==> config.mk <==
export PLATFORM = sky130hd
export DESIGN_NAME = sobel_tile_sequencer
export DESIGN_NICKNAME = d
export VERILOG_FILES = /design/src/rtl/sobel_tile_sequencer.sv
export SDC_FILE = /design/constraint.sdc
export NUM_CORES = 1
export LEC_CHECK = 0
export CORE_MARGIN = 1
export CORE_UTILIZATION = 55
export CTS_CLUSTER_DIAMETER = 120
export DETAILED_ROUTE_END_ITERATION = 12
export DONT_BUFFER_PORTS = 1
export PLACE_DENSITY = 0.78
export SLEW_MARGIN = 20
export SYNTH_ARGS = -nofsm -noshare
export SYNTH_HDL_FRONTEND = slang
export SYNTH_SLANG_ARGS = --single-unit
==> constraint.sdc <==
create_clock -name clk -period 5.5 [get_ports clk]
set_clock_uncertainty 0.1 [all_clocks]
set_input_delay 0.55 -clock clk [delete_from_list [all_inputs] [get_ports clk]]
set_output_delay 0.55 -clock clk [all_outputs]
set_load 0.05 [all_outputs]
==> src/rtl/sobel_tile_sequencer.sv <==
// Sobel tile sequencer: zeroes the image perimeter, then walks 4x4 windows at stride 2
// and writes the 2x2 interior pixels returned by the edge-detector core.
module sobel_tile_sequencer #(
    parameter int IMG_WIDTH  = 400,
    parameter int IMG_HEIGHT = 300,
    parameter int ADDR_W     = 17
) (
    input  logic              clk,
    input  logic              rst,
    input  logic              start,
    input  logic              abort,
    output logic              win_valid,
    input  logic              win_ready,
    output logic [8:0]        win_row,
    output logic [8:0]        win_col,
    input  logic              pix_valid,
    input  logic [3:0]        pix_data,
    output logic              pix_ready,
    output logic              out_we,
    output logic [ADDR_W-1:0] out_addr,
    output logic [3:0]        out_data,
    output logic              busy,
    output logic              done
);

    typedef enum logic [2:0] {
        S_IDLE    = 3'd0,
        S_BORDER  = 3'd1,
        S_ISSUE   = 3'd2,
        S_COLLECT = 3'd3,
        S_FINISH  = 3'd4
    } state_t;

    localparam logic [8:0]        W_LAST     = 9'(IMG_WIDTH - 1);
    localparam logic [8:0]        H_LAST     = 9'(IMG_HEIGHT - 1);
    localparam logic [8:0]        H_EDGE     = 9'(IMG_HEIGHT - 2);
    localparam logic [8:0]        W_ORG_LAST = 9'(IMG_WIDTH - 4);
    localparam logic [8:0]        H_ORG_LAST = 9'(IMG_HEIGHT - 4);
    localparam logic [ADDR_W-1:0] W_A        = ADDR_W'(IMG_WIDTH);

    state_t              r_state;
    logic [1:0]          r_bphase;
    logic [8:0]          r_row;
    logic [8:0]          r_col;
    logic [1:0]          r_pix;
    logic                r_win_valid;
    logic                r_pix_ready;
    logic                r_out_we;
    logic [ADDR_W-1:0]   r_out_addr;
    logic [3:0]          r_out_data;
    logic                r_busy;
    logic                r_done;

    logic [8:0]          w_pix_row;
    logic [8:0]          w_pix_col;
    logic [8:0]          w_sel_row;
    logic [8:0]          w_sel_col;
    logic [ADDR_W-1:0]   w_addr;
    logic                w_pix_hs;
    logic                w_win_hs;
    logic                w_last_org;

    assign w_pix_hs   = r_pix_ready & pix_valid;
    assign w_win_hs   = r_win_valid & win_ready;
    assign w_last_org = (r_row == H_ORG_LAST) && (r_col == W_ORG_LAST);

    // Pixel k of a window lands at (r+1+k[1], c+1+k[0]); BORDER addresses the counters directly.
    always_comb begin
        w_pix_row = r_row + 9'd1 + {8'd0, r_pix[1]};
        w_pix_col = r_col + 9'd1 + {8'd0, r_pix[0]};
        if (r_state == S_BORDER) begin
            w_sel_row = r_row;
            w_sel_col = r_col;
        end else begin
            w_sel_row = w_pix_row;
            w_sel_col = w_pix_col;
        end
        w_addr = ADDR_W'(w_sel_row) * W_A + ADDR_W'(w_sel_col);
    end

    // Frame sequencing FSM with all outputs registered.
    always_ff @(posedge clk) begin
        if (rst) begin
            r_state     <= S_IDLE;
            r_bphase    <= 2'd0;
            r_row       <= 9'd0;
            r_col       <= 9'd0;
            r_pix       <= 2'd0;
            r_win_valid <= 1'b0;
            r_pix_ready <= 1'b0;
            r_out_we    <= 1'b0;
            r_out_addr  <= '0;
            r_out_data  <= 4'd0;
            r_busy      <= 1'b0;
            r_done      <= 1'b0;
        end else begin
            r_out_we <= 1'b0;
            r_done   <= 1'b0;
            if (abort) begin
                // A pixel accepted in the abort cycle still reaches the buffer.
                r_state     <= S_IDLE;
                r_win_valid <= 1'b0;
                r_pix_ready <= 1'b0;
                r_busy      <= 1'b0;
                if (w_pix_hs) begin
                    r_out_we   <= 1'b1;
                    r_out_addr <= w_addr;
                    r_out_data <= pix_data;
                end
            end else begin
                case (r_state)
                    S_IDLE: begin
                        if (start) begin
                            r_state  <= S_BORDER;
                            r_bphase <= 2'd0;
                            r_row    <= 9'd0;
                            r_col    <= 9'd0;
                            r_pix    <= 2'd0;
                            r_busy   <= 1'b1;
                        end
                    end
                    S_BORDER: begin
                        r_out_we   <= 1'b1;
                        r_out_addr <= w_addr;
                        r_out_data <= 4'd0;
                        case (r_bphase)
                            2'd0: begin
                                if (r_col == W_LAST) begin
                                    r_bphase <= 2'd1;
                                    r_row    <= H_LAST;
                                    r_col    <= 9'd0;
                                end else begin
                                    r_col <= r_col + 9'd1;
                                end
                            end
                            2'd1: begin
                                if (r_col == W_LAST) begin
                                    r_bphase <= 2'd2;
                                    r_row    <= 9'd1;
                                    r_col    <= 9'd0;
                                end else begin
                                    r_col <= r_col + 9'd1;
                                end
                            end
                            2'd2: begin
                                if (r_row == H_EDGE) begin
                                    r_bphase <= 2'd3;
                                    r_row    <= 9'd1;
                                    r_col    <= W_LAST;
                                end else begin
                                    r_row <= r_row + 9'd1;
                                end
                            end
                            default: begin
                                if (r_row == H_EDGE) begin
                                    r_state     <= S_ISSUE;
                                    r_win_valid <= 1'b1;
                                    r_row       <= 9'd0;
                                    r_col       <= 9'd0;
                                end else begin
                                    r_row <= r_row + 9'd1;
                                end
                            end
                        endcase
                    end
                    S_ISSUE: begin
                        if (w_win_hs) begin
                            r_state     <= S_COLLECT;
                            r_win_valid <= 1'b0;
                            r_pix_ready <= 1'b1;
                            r_pix       <= 2'd0;
                        end
                    end
                    S_COLLECT: begin
                        if (w_pix_hs) begin
                            r_out_we   <= 1'b1;
                            r_out_addr <= w_addr;
                            r_out_data <= pix_data;
                            r_pix      <= r_pix + 2'd1;
                            if (r_pix == 2'd3) begin
                                r_pix_ready <= 1'b0;
                                if (w_last_org) begin
                                    r_state <= S_FINISH;
                                    r_done  <= 1'b1;
                                end else begin
                                    r_state     <= S_ISSUE;
                                    r_win_valid <= 1'b1;
                                    if (r_col == W_ORG_LAST) begin
                                        r_col <= 9'd0;
                                        r_row <= r_row + 9'd2;
                                    end else begin
                                        r_col <= r_col + 9'd2;
                                    end
                                end
                            end
                        end
                    end
                    S_FINISH: begin
                        r_state <= S_IDLE;
                        r_busy  <= 1'b0;
                    end
                    default: begin
                        r_state     <= S_IDLE;
                        r_win_valid <= 1'b0;
                        r_pix_ready <= 1'b0;
                        r_busy      <= 1'b0;
                    end
                endcase
            end
        end
    end

    assign win_valid = r_win_valid;
    assign win_row   = r_row;
    assign win_col   = r_col;
    assign pix_ready = r_pix_ready;
    assign out_we    = r_out_we;
    assign out_addr  = r_out_addr;
    assign out_data  = r_out_data;
    assign busy      = r_busy;
    assign done      = r_done;

endmodule

Yosys cells after proc, flatten, opt, wreduce, memory -nomap -nowiden
Cells that the tools add are included.

storage, ports and cells
  register bits = 51
  bits in latches = 0
  RAM bits = 0
  memory bits (read-only) = 0
  input port bits = 10
  output and inout port bits = 44
  word-level logic and storage cells = 138
  memories kept = 0

operators by class
  $add $sub $neg = 8
  $mul = 1
  div/mod/pow operators = 0
  order comparisons = 0
  eq/ne operators = 24
  shift-type cells = 0
  multiplexer cells = 62
  bitwise logic cells = 9
  reduce and logical (&&, ||, !) cells = 22

operators by type and width
  cell                                                number
  2-to-1 mux 9 bit                                    18
  case mux 9 bit (3 select lines)                     3
  equality test 9 bit (second input constant)         4
  2-to-1 mux 17 bit                                   2
  case mux 17 bit (2 select lines)                    1
  2-to-1 mux 3 bit                                    7
  adder 9 x 1 -> 9 bit                                2
  adder 9 x 1 -> 9 bit (second input constant)        2
  adder 9 x 2 -> 9 bit (second input constant)        2
  case mux 9 bit (2 select lines)                     1
  adder 17 x 9 -> 17 bit                              1
  inequality test 2 bit (second input constant)       7
  AND reduction 7 bit                                 2
  multiplier 9 x 5 -> 13 bit (second input constant)  1
  2-to-1 mux 1 bit                                    13
  2-to-1 mux 2 bit                                    6
  case mux 2 bit (3 select lines)                     2
  case mux 3 bit (4 select lines)                     1
  inequality test 3 bit (second input constant)       3
  AND reduction 9 bit                                 1
  nonzero test 3 bit                                  3
  OR reduction 3 bit                                  3
  2-to-1 mux 4 bit                                    2
  case mux 4 bit (2 select lines)                     1
  other kinds (26)                                    38

Depth between registers and ports, before layout
Gate-level depths: netlist (run 1).

  depth in word-level cells = 8
  mapped depth = 22
  mapped depth without buffers = 21

Worst setup path before layout (run 1)
Ideal clock, no wire load.

  path kind = register to register
  start = reg r_row[1], in the netlist win_row[1]
  end = reg r_out_addr[16], in the netlist out_addr[16]
  library setup time = 0.086 ns
  arrival time = 4.875 ns
  required time = 5.314 ns
  setup slack = 0.440 ns
  cell stages (with the launch flop) = 21
  buffers on the path = 1
  period minus slack after synthesis = 5.060 ns
  cells stage by stage = dfxtp_1 ha_1 clkbuf_1 nand2_1 xor2_1 o22ai_1 nand2_1 or4_1 o211ai_1 inv_1 ha_1 ha_1 ha_1 ha_1 inv_1 nor3_1 a311o_1 a311oi_1 nor4b_1 xnor2_1 a211oi_1

on the way
  cells in the longest elaborated chain, start to end = 8

RTL lines
  item                                RTL line  text
  from (decl)                         43        logic [8:0] r_row;
  from (signal assigned)              151       r_row <= r_row + 9'd1;
  from (signal assigned)              161       r_row <= r_row + 9'd1;
  from (signal assigned)              190       r_row <= r_row + 9'd2;
  adder 9 x 1 -> 9 bit (2 in series)  69        w_pix_row = r_row + 9'd1 + {8'd0, r_pix[1]};
  2-to-1 mux 9 bit (*)                71        if (r_state == S_BORDER) begin
  multiplier 9 x 5 -> 13 bit (*)      78        w_addr = ADDR_W'(w_sel_row) * W_A + ADDR_W'(w_sel_col);
  adder 17 x 9 -> 17 bit (*)          78
  2-to-1 mux 17 bit                   105, 175
  case mux 17 bit (2 select lines)    111       case (r_state)
  2-to-1 mux 17 bit (*)               99        if (abort) begin
  to (signal assigned)                107       r_out_addr <= w_addr;
  to (signal assigned)                124       r_out_addr <= w_addr;
  to (signal assigned)                177       r_out_addr <= w_addr;
  to (decl)                           49        logic [ADDR_W-1:0] r_out_addr;

Mark *: on every way between the ends. The rest lies on a longest branch, timed or not.
A chain may end at the register's enable or synchronous reset.

Worst setup path after layout (run 1)
  start = reg r_row[0], in the netlist win_row[0]
  end = reg r_out_addr[16], in the netlist out_addr[16]

Same word-level chain as after synthesis.

==> results by group, run 1 <==
Logic synthesis
  • Main synth FF type: dfxtp_1
  • Yosys warns: 0
  • Post-synthesis cell count: 599
  • Number of flops mapped to enable cells by yosys: 0
  • Sequential area share after synthesis: 22.6%
  • Synth Net Count: about 660
  • Yosys cell types: between 50 and 60
  • Share of flip-flops with an asynchronous set or reset: 0%
  • Mapped cell area: between 4000 and 5000 sq um
  • Syn_area_per_cell: around 7.5 sq um
  • #FFs+latches synth: between 50 and 60

STA
  • Worst setup margin: ~0.36 ns
  • FMAX: about 0.19 GHz
  • Final Setup Violations: 0
  • Final period util: between 90% and 100%
  • Hold Worst Slack: about 0.2 ns
  • Worst Tran Pin Value: 0.979 ns
  • Crit path time final: 5.14 ns
  • RSZ-0062 raised after global routing: no
  • Final setup TNS: 0 ns
  • Fin. Hold Viols: 0
  • Max-slew headroom: 33.9%
  • Max Slew Vio Count: 0

Drt
  • 1st-pass router iterations: 5
  • Vias: roughly 4.3k
  • DR vias/cell: 6.27
  • Initial drt markers: approximately 320
  • Drt wl/cell: approximately 17 um
  • Drt drc: 0
  • Antenna violation net count after detailed routing: 0
  • Routed WL: roughly 12000 um

Place
  • Port buffer count: 0
  • Gp weighted congestion: 0.940
  • Hpwl dp: roughly 8900 um
  • Dpl ws: approximately 0.4 ns

Clock tree
  • Max clock buf depth: 2
  • Clock sinks: 51
  • Clock latency at the later pin of the worst-skew pair: between 0.3 and 0.4 ns
  • Root buf cell: clkbuf_8
  • CTS tree: built
  • Hold_buf cts: 0
  • Number of H-tree levels: 2
  • Inserted Clock Buffers: 5
  • Clk pin slew, worst setup/hold paths: about 0.10 ns

Power and ir drop
  • PD cells: approximately 150 nW/um^2
  • Overall power: between 0.7 and 0.8 mW
  • Leak pwr: 1.86 nW
  • Worst VDD drop: just over 0.1 mV

Flow run
  • MaxCap Viol Count: 0

Worst hold path
  • Tightest Hold Check Type: in -> reg

Setup path
  • Max incr delay on CP: approximately 0.49 ns
  • Critical path required time: roughly 5.6 ns
  • Type of the worst setup path: reg -> reg
  • CP Cell Sequence: inv_1 -> ha_1 -> ha_1 -> nand2_1 -> o21ai_0 -> nand2_1 -> xnor2_1 -> ha_1 -> ha_1 -> inv_1 -> fa_1 -> inv_1 -> ha_1 -> nand3_1 -> a21boi_0 -> nor4_1 -> a311oi_2 -> nor4b_2 -> xnor2_1 -> a211oi_1
  • Max FO, Critical Path: 7
  • Top cell by count, worst path: ha_1
  • Slowest cell on crit path: fa_1
  • CP Capture Type: register
  • Crit path DAT: about 5.3 ns
  • Startpoint types: register

Final layout
  • Final Core Density: between 60% and 70%
  • Ant diodes: 0
  • Nets: approximately 650
  • Area delta synth->final: 4.71%
  • Most common cell after layout, fill and taps aside: nor2_1
  • Share of cells above drive strength 1: 6.78%
  • Most frequent cells in the layout: nor2_1 (72), nand2_1 (61), dfxtp_1 (51), ha_1 (50), a21oi_1 (40)
  • Fill cells: 744

Status
  • Outcome: finished clean

Floorplan
  • Core ar.: roughly 8000 sq um
  • Die height: approximately 93 um
  • Chip Width: ~93 um
  • Die area: approximately 8600 sq um
  • Initial Utilization: a little under three fifths
  • # rows: 32
  • I/O pin count: 54

GRT
  • Total gr overflow: 0
  • Largest net degree at the start of global routing: 52
  • Total GRT Usage: 27.6%
  • Initial antenna violation count: 0
  • Vias in the first global route: between 4k and 5k
  • First-pass GRT wire length: roughly 19000 um
-- final timing paths --
path | start | endpoint | slack [ns] | cells after the start
min reg2reg | r_pix[0] | r_pix[0] | 0.41 | 2
min | rst | out_addr[8] | 0.20 | 1
max | win_row[0] | out_addr[16] | 0.36 | 20
max reg2reg | win_row[0] | out_addr[16] | 0.36 | 20
-- Yosys cell counts, drive strengths merged (2+ instances only) --
cell type	instances	share of area [%]
nor2	72	6.0
nand2	61	5.1
dfxtp	51	23
ha	50	14
a21oi	40	4.4
o21ai	35	3.9
xnor2	34	6.6
inv	30	2.5
clkbuf	28	2.3
xor2	20	3.9
nand3	19	2.2
a22oi	14	2.3
a211oi	13	2.3
o22ai	12	1.7
nor3	11	1.2
or3	10	1.5
a311oi	8	1.6
buf	7	0.94
nand4	7	0.97
and2	6	0.83
and3	6	0.83
a31oi	5	0.69
nor2b	5	0.69
nor4	5	0.69
o211ai	5	0.83
or2	5	0.69
fa	4	1.8
mux2i	4	0.89
o2111ai	3	0.58
or4	3	0.66
a2111oi	2	0.39
a21boi	2	0.33
nor3b	2	0.33
nor4b	2	0.39
o21bai	2	0.33
-- routing by layer --
metal | up-vias | global-route usage (%) | share of wire, %
met3 | 13 | 4.35 | 6.3
met5 | - | 0 | 0
li1 | 2123 | - | -
met1 | 2027 | 38.1 | 47
met2 | 178 | 45.7 | 46
met4 | 0 | 5.51 | 1.0
-- kinds of logic (layout without fill, tap and decap cells) --
logic type | count (synthesis) | in the layout | synth area share [%]
AND/OR/NAND/NOR | 219 | 219 | 23.1
buffers and inverters | 65 | 56 | 5.76
AO/OA/AOI/OAI | 150 | 150 | 21.1
XOR/XNOR | 54 | 54 | 10.5
multiplexers | 5 | 5 | 1.14
adder cells (fa/ha/maj) | 55 | 55 | 15.8
flip-flops | 51 | 51 | 22.6
-- state kept, by name (all words and copies together), names as in the netlist --
| register | cells |
|---|---|
| done | 1 |
| r_state | 3 |
| pix_ready | 1 |
| r_bphase | 2 |
| win_row | 9 |
| win_col | 9 |
| busy | 1 |
| out_addr | 17 |
| win_valid | 1 |
| out_we | 1 |
| r_pix | 2 |
| out_data | 4 |
-- area by class of cell --
cell class	instances	area [sq um]	area share, %
clock buffer	6	72.6	1.53
clock inverter	2	12.5	0.264
inverter	30	113	2.38
multi-input combinational	483	3250	68.7
sequential	51	1020	21.6
tap	102	128	2.70
timing repair buffer	18	135	2.86
-- worst max-delay path, delay by kind of cell, from the launching register on --
kind	cells	cell delay, ns
DFF	1	0.47
AOI/OAI and AO/OA	4	1.32
xor gates and xnor gates	2	0.30
buffers and inverters	3	0.28
adders and majority gates	6	2.00
and+or+nand+nor	5	0.59
-- through the flow --
stage | area, sq um | instances
CTS | 4710 | 691
global placement | 4630 | 683
floorplan | 4520 | 599
global route | 4730 | 692
detailed placement | 4630 | 683
finish | 4730 | 692
-- power by group --
part	total [mW]	internal [mW]	switching [mW]
Combinational	0.0836	0.0302	0.0534
Sequential	0.413	0.378	0.0344
Clock	0.227	0.0895	0.137
-- what timing repair did --
item	in CTS	in global routing
setup endpoints to repair	0	1
endpoints found under the hold margin	0	0
resized for setup	0	2
buffers inserted	0	1
Power figures use the tool's default switching activity.
==> inputs of run 2 (changes only) <==
--- a/config.mk
+++ b/config.mk
@@ -6,11 +6,11 @@
 export NUM_CORES = 1
 export LEC_CHECK = 0
 export CORE_MARGIN = 1
-export CORE_UTILIZATION = 55
+export CORE_UTILIZATION = 57
 export CTS_CLUSTER_DIAMETER = 120
 export DETAILED_ROUTE_END_ITERATION = 12
 export DONT_BUFFER_PORTS = 1
-export PLACE_DENSITY = 0.78
+export PLACE_DENSITY = 0.8
 export SLEW_MARGIN = 20
 export SYNTH_ARGS = -nofsm -noshare
 export SYNTH_HDL_FRONTEND = slang
==> run 2 against run 1 <==
Net effect: worst setup slack gained 0.091 ns; critical endpoint unchanged; largest cell class unchanged; core utilization rose by 1.5 points; combinational power down 1%.
==> results by group, run 2 (synthesis results as in run 1) <==
Status
  • Outcome: finished clean

Place
  • Hpwl dp: 8920 um
  • Area post-placement: 4630 sq um
  • Gp weighted congestion: 0.984
  • Port buffer count: 0

Power and ir drop
  • Leak pwr: around 1.9 nW
  • Worst VDD drop: approximately 0.12 mV
  • PD cells: about 160 nW/um^2
  • Overall power: 0.760 mW

Drt
  • DR vias/cell: 6.27
  • Initial drt markers: 340
  • Drt wl/cell: 16.9 um
  • Routed WL: 11700 um
  • Drt drc: 0
  • Antenna violation net count after detailed routing: 0
  • 1st-pass router iterations: 6
  • Vias: about 4.3k

GRT
  • Total GRT Usage: 28.7%
  • Total gr overflow: 0
  • Vias in the first global route: 4082
  • Largest net degree at the start of global routing: 52
  • First-pass GRT wire length: ~19000 um
  • Initial antenna violation count: 0

Final layout
  • Ant diodes: 0
  • Max reg flops: 17
  • Nets: ~650
  • Share of cells above drive strength 1: under 10%
  • Most common cell after layout, fill and taps aside: nor2_1
  • Most frequent cells in the layout: nor2_1 (72), nand2_1 (61), ha_1 (50), dfxtp_1 (50), a21oi_1 (40)
  • Area delta synth->final: 5.15%
  • Design area: approximately 4800 sq um

STA
  • FMAX: 0.198 GHz
  • Max Slew Vio Count: 0
  • Final setup TNS: 0 ns
  • Fin. Hold Viols: 0
  • RSZ-0062 raised after global routing: no
  • Final Setup Violations: 0
  • Worst Tran Pin Value: 0.935 ns
  • Crit path time final: approximately 5 ns
  • Hold Worst Slack: 0.198 ns
  • Final period util: about 92%
  • Max-slew headroom: 37.6%

Clock tree
  • Inserted Clock Buffers: 5
  • Clock latency at the later pin of the worst-skew pair: slightly above 0.3 ns
  • Max clock buf depth: 2
  • Number of H-tree levels: 2
  • Clk pin slew, worst setup/hold paths: around 0.1 ns
  • CTS tree: built
  • Root buf cell: clkbuf_8
  • Clock sinks: between 50 and 60

Worst hold path
  • Hold wc startpoint: abort
  • Tightest Hold Check Type: in -> reg

Floorplan
  • Core ar.: 7690 sq um
  • I/O pin count: 54
  • Chip Width: ~91 um
  • Initial Utilization: about three fifths
  • # rows: 32
  • Die height: between 90 and 100 um
  • Die area: between 8000 and 9000 sq um

Setup path
  • Type of the worst setup path: reg -> reg
  • Crit path DAT: around 5.2 ns
  • Max FO, Critical Path: 6
  • Critical path origin: win_row[1]
  • CP Capture Type: register
  • Critical path required time: roughly 5.6 ns
  • RR Startpoint: win_row[1]
  • Startpoint types: register

Flow run
  • MaxCap Viol Count: 0
## run 2: final timing paths
| kind | to | slack, ns | depth (start not counted) |
|---|---|---|---|
| max reg2reg | out_addr[16] | 0.45 | 19 |
| min reg2reg | r_pix[0] | 0.41 | 2 |
| max | out_addr[16] | 0.45 | 19 |
| min | pix_ready | 0.20 | 1 |
## run 2: area by class of cell
class	count	area, sq um
clock buffers	6	72.6
clock inverters	1	30.0
fillers	688	2940
inverters	30	113
multi-input cells	483	3240
flip-flops and latches	51	1020
well taps	102	128
repair buffers	19	143
## run 2: metal layers
| metal | vias to the layer above | global-route usage, % | part of all wire (%) | routed length [um] |
|---|---|---|---|---|
| met5 | - | 0 | 0 | 0 |
| met4 | 0 | 9.79 | 2.3 | 269 |
| met3 | 25 | 7.12 | 9.7 | 1130 |
| met2 | 244 | 46.0 | 45 | 5330 |
| met1 | 1968 | 37.4 | 43 | 4990 |
| li1 | 2105 | - | - | - |
## run 2: report_power, final
part           leakage [nW]  switching [mW]  internal (mW)
sequential            0.414          0.0346          0.378
combinational          1.41          0.0525         0.0302
clock                0.0513           0.131          0.134
## run 2: through the flow
| stage | utilization (%) | setup slack, ns | instances |
|---|---|---|---|
| 2_1_floorplan | - | 0.440 | 599 |
| 3_3_place_gp | 60.2 | 0.665 | 683 |
| 3_5_place_dp | 60.2 | 0.402 | 683 |
| 4_1_cts | 61.5 | 0.349 | 690 |
| 5_1_grt | 61.8 | 0.00943 | 692 |
| 6_report | 61.8 | 0.446 | 692 |
## run 2: timing repair
item / CTS / global route
gates resized for setup: 0 / 2
setup endpoints to repair: 0 / 2
setup buffers: 0 / 2
hold buffers: 0 / 0
## run 2: worst max-delay path: stages, from the launching register on
cell      delay [ns]
dfxtp_1         0.44
ha_1            0.34
xor2_1          0.29
nand3_1         0.19
nor2b_1         0.18
xnor2_1         0.07
mux2i_1         0.27
inv_1           0.11
ha_1            0.32
ha_1            0.28
inv_1           0.05
fa_1            0.52
inv_1           0.04
ha_1            0.31
a21boi_0        0.45
nor4_1          0.12
a311oi_2        0.38
nor4b_1         0.11
xnor2_1         0.14
a211oi_1        0.24
==> inputs of run 3 (changes only) <==
--- a/config.mk
+++ b/config.mk
@@ -6,11 +6,11 @@
 export NUM_CORES = 1
 export LEC_CHECK = 0
 export CORE_MARGIN = 1
-export CORE_UTILIZATION = 57
+export CORE_UTILIZATION = 45
 export CTS_CLUSTER_DIAMETER = 120
 export DETAILED_ROUTE_END_ITERATION = 12
 export DONT_BUFFER_PORTS = 1
-export PLACE_DENSITY = 0.8
+export PLACE_DENSITY = 0.68
 export SLEW_MARGIN = 20
 export SYNTH_ARGS = -nofsm -noshare
 export SYNTH_HDL_FRONTEND = slang
==> constraint.sdc (replaced) <==
create_clock -name clk -period 6.05 [get_ports clk]
set_clock_uncertainty 0.1 [all_clocks]
set_input_delay 0.605 -clock clk [delete_from_list [all_inputs] [get_ports clk]]
set_output_delay 0.605 -clock clk [all_outputs]
set_load 0.05 [all_outputs]
==> run 3 against run 2 <==
Net effect: routed wire length grew 0.21%; worst setup slack better by 0.36 ns; die area increased by 26%; clock power decreased by 16%; core utilization decreased by 14 points; sequential power shrank 8.2%; first-iteration DRC count decreased by 27%; critical path type unchanged; critical endpoint unchanged; highest routed layer unchanged.
==> results by group, run 3 (synthesis results as in run 1) <==
Drt
  • Antenna violation net count after detailed routing: 0
  • Initial drt markers: 249
  • Routed WL: 11700 um
  • Drt drc: 0
  • 1st-pass router iterations: 5
  • Vias: 4230
  • Drt wl/cell: 16.4 um
  • DR vias/cell: approximately 6

Final layout
  • Share of cells above drive strength 1: approximately 5.3%
  • Most common cell after layout, fill and taps aside: nor2_1
  • Nets: approximately 650
  • Max reg flops: 17
  • Area delta synth->final: 4.21%
  • Fill cells: a little under 1k
  • Most frequent cells in the layout: nor2_1 (72), nand2_1 (61), dfxtp_1 (51), ha_1 (50), a21oi_1 (40)
  • Ant diodes: 0

STA
  • Crit path time final: about 5.2 ns
  • Fin. Hold Viols: 0
  • Max-slew headroom: a little over a third
  • Final period util: between 80% and 90%
  • FMAX: 0.191 GHz
  • Worst Tran Pin Value: 0.963 ns
  • Hold Worst Slack: about 0.23 ns
  • Final Setup Violations: 0
  • RSZ-0062 raised after global routing: no
  • Final setup TNS: 0 ns
  • Max Slew Vio Count: 0

Floorplan
  • I/O pin count: between 50 and 60
  • # rows: 36
  • Initial Utilization: 46.2%
  • Die height: around 100 um
  • Core ar.: a little under 10000 sq um
  • Chip Width: ~100 um
  • Die area: roughly 10000 sq um

GRT
  • Largest net degree at the start of global routing: 52
  • Initial antenna violation count: 0
  • First-pass GRT wire length: approximately 19000 um
  • Vias in the first global route: ~3.9k
  • Total GRT Usage: approximately 23%
  • Total gr overflow: 0

Worst hold path
  • Tightest Hold Check Type: in -> reg

Place
  • Gp weighted congestion: 0.924
  • Port buffer count: 0
  • Hpwl dp: between 8000 and 9000 um

Power and ir drop
  • Switching part of the total: about a third
  • Net Sw Power: roughly 0.21 mW
  • Leak pwr: between 1.5 and 2 nW
  • Share of power burned in registers: 56.5%
  • PD cells: around 140 nW/um^2
  • Worst VDD drop: roughly 0.086 mV
  • Internal power: ~0.46 mW
  • Comb power frac: a little over a tenth
  • Clock power share: 33.1%

Clock tree
  • CTS tree: built
  • Clock sinks: a little over 50
  • Number of H-tree levels: 2
  • Clk pin slew, worst setup/hold paths: ~0.12 ns
  • Clock latency at the later pin of the worst-skew pair: 0.33 ns
  • Hold_buf cts: 0
  • Resize count post-CTS: 0
  • Inserted Clock Buffers: 5
  • Root buf cell: clkbuf_8
  • # Post-CTS Setup Buffers: 0
  • Max clock buf depth: 2

Setup path
  • Critical path required time: between 6 and 7 ns
  • CP Capture Type: register
  • Max incr delay on CP: about 0.65 ns
  • Type of the worst setup path: reg -> reg
  • Startpoint types: register
  • Crit path DAT: about 5.4 ns
  • Top cell by count, worst path: ha_1
  • Max FO, Critical Path: 16
  • Slowest cell on crit path: dfxtp_1
  • CP Cell Sequence: nor2b_1 -> nand2_1 -> buf_4 -> nand2_1 -> o21ai_0 -> ha_1 -> ha_1 -> ha_1 -> inv_1 -> o21bai_1 -> ha_1 -> nand3_1 -> a21boi_0 -> nor4_1 -> a311oi_1 -> nor4b_1 -> xnor2_1 -> a211oi_1

Status
  • Outcome: finished clean

Flow run
  • MaxCap Viol Count: 0
-- run 3: path summary, 6_finish.rpt --
check | end | slack, ns | depth (start not counted) | from
max | out_addr[16] | 0.81 | 18 | r_state[0]
min | r_state[0] | 0.23 | 1 | abort
max reg2reg | out_addr[16] | 0.81 | 18 | r_state[0]
min reg2reg | r_pix[0] | 0.40 | 2 | r_pix[0]
-- run 3: area by class of cell --
cell class,instances,area (sq um),share of cell area [%]
Multi-Input combinational cell,483,3240,68.8
Sequential cell,51,1020,21.7
Tap cell,133,166,3.53
Inverter,30,113,2.39
Timing Repair Buffer,10,75.1,1.59
Clock buffer,5,68.8,1.46
Clock inverter,3,27.5,0.584
-- run 3: metal layers --
layer | up-vias | part of all wire, % | track usage [%]
met5 | - | 0 | 0
met2 | 142 | 45 | 36.2
met3 | 16 | 6.6 | 4.92
met1 | 1967 | 47 | 31.8
met4 | 0 | 1.9 | 7.58
li1 | 2105 | - | -
-- run 3: worst max-delay path: cells and delay by family (launching register included) --
kind / cells / cell delay, ns
xor gates and xnor gates: 1 / 0.16
AOI/OAI and AO/OA: 5 / 1.46
adders and majority gates: 4 / 1.27
and+or+nand+nor: 6 / 1.15
DFF: 1 / 0.65
buffers and inverters: 2 / 0.37
-- run 3: power by group through the flow --
stage	clock, mW	combinational [mW]	sequential, mW
floorplan	0	0.0584	0.385
CTS	0.231	0.0693	0.379
finish	0.222	0.0696	0.379
global route	0.244	0.0786	0.380
detailed placement	0	0.0685	0.387
global placement	0	0.0672	0.386
-- run 3: per-stage QoR --
step | cell area, sq um | utilization (%) | setup slack [ns] | instances | power, mW
6_report | 4710 | 48.2 | 0.808 | 715 | 0.671
3_3_place_gp | 4610 | 47.2 | 1.00 | 707 | 0.454
5_1_grt | 4710 | 48.2 | 0.473 | 715 | 0.703
2_1_floorplan | 4520 | - | 0.990 | 599 | 0.443
4_1_cts | 4710 | 48.2 | 0.862 | 715 | 0.680
3_5_place_dp | 4610 | 47.2 | 0.879 | 707 | 0.455
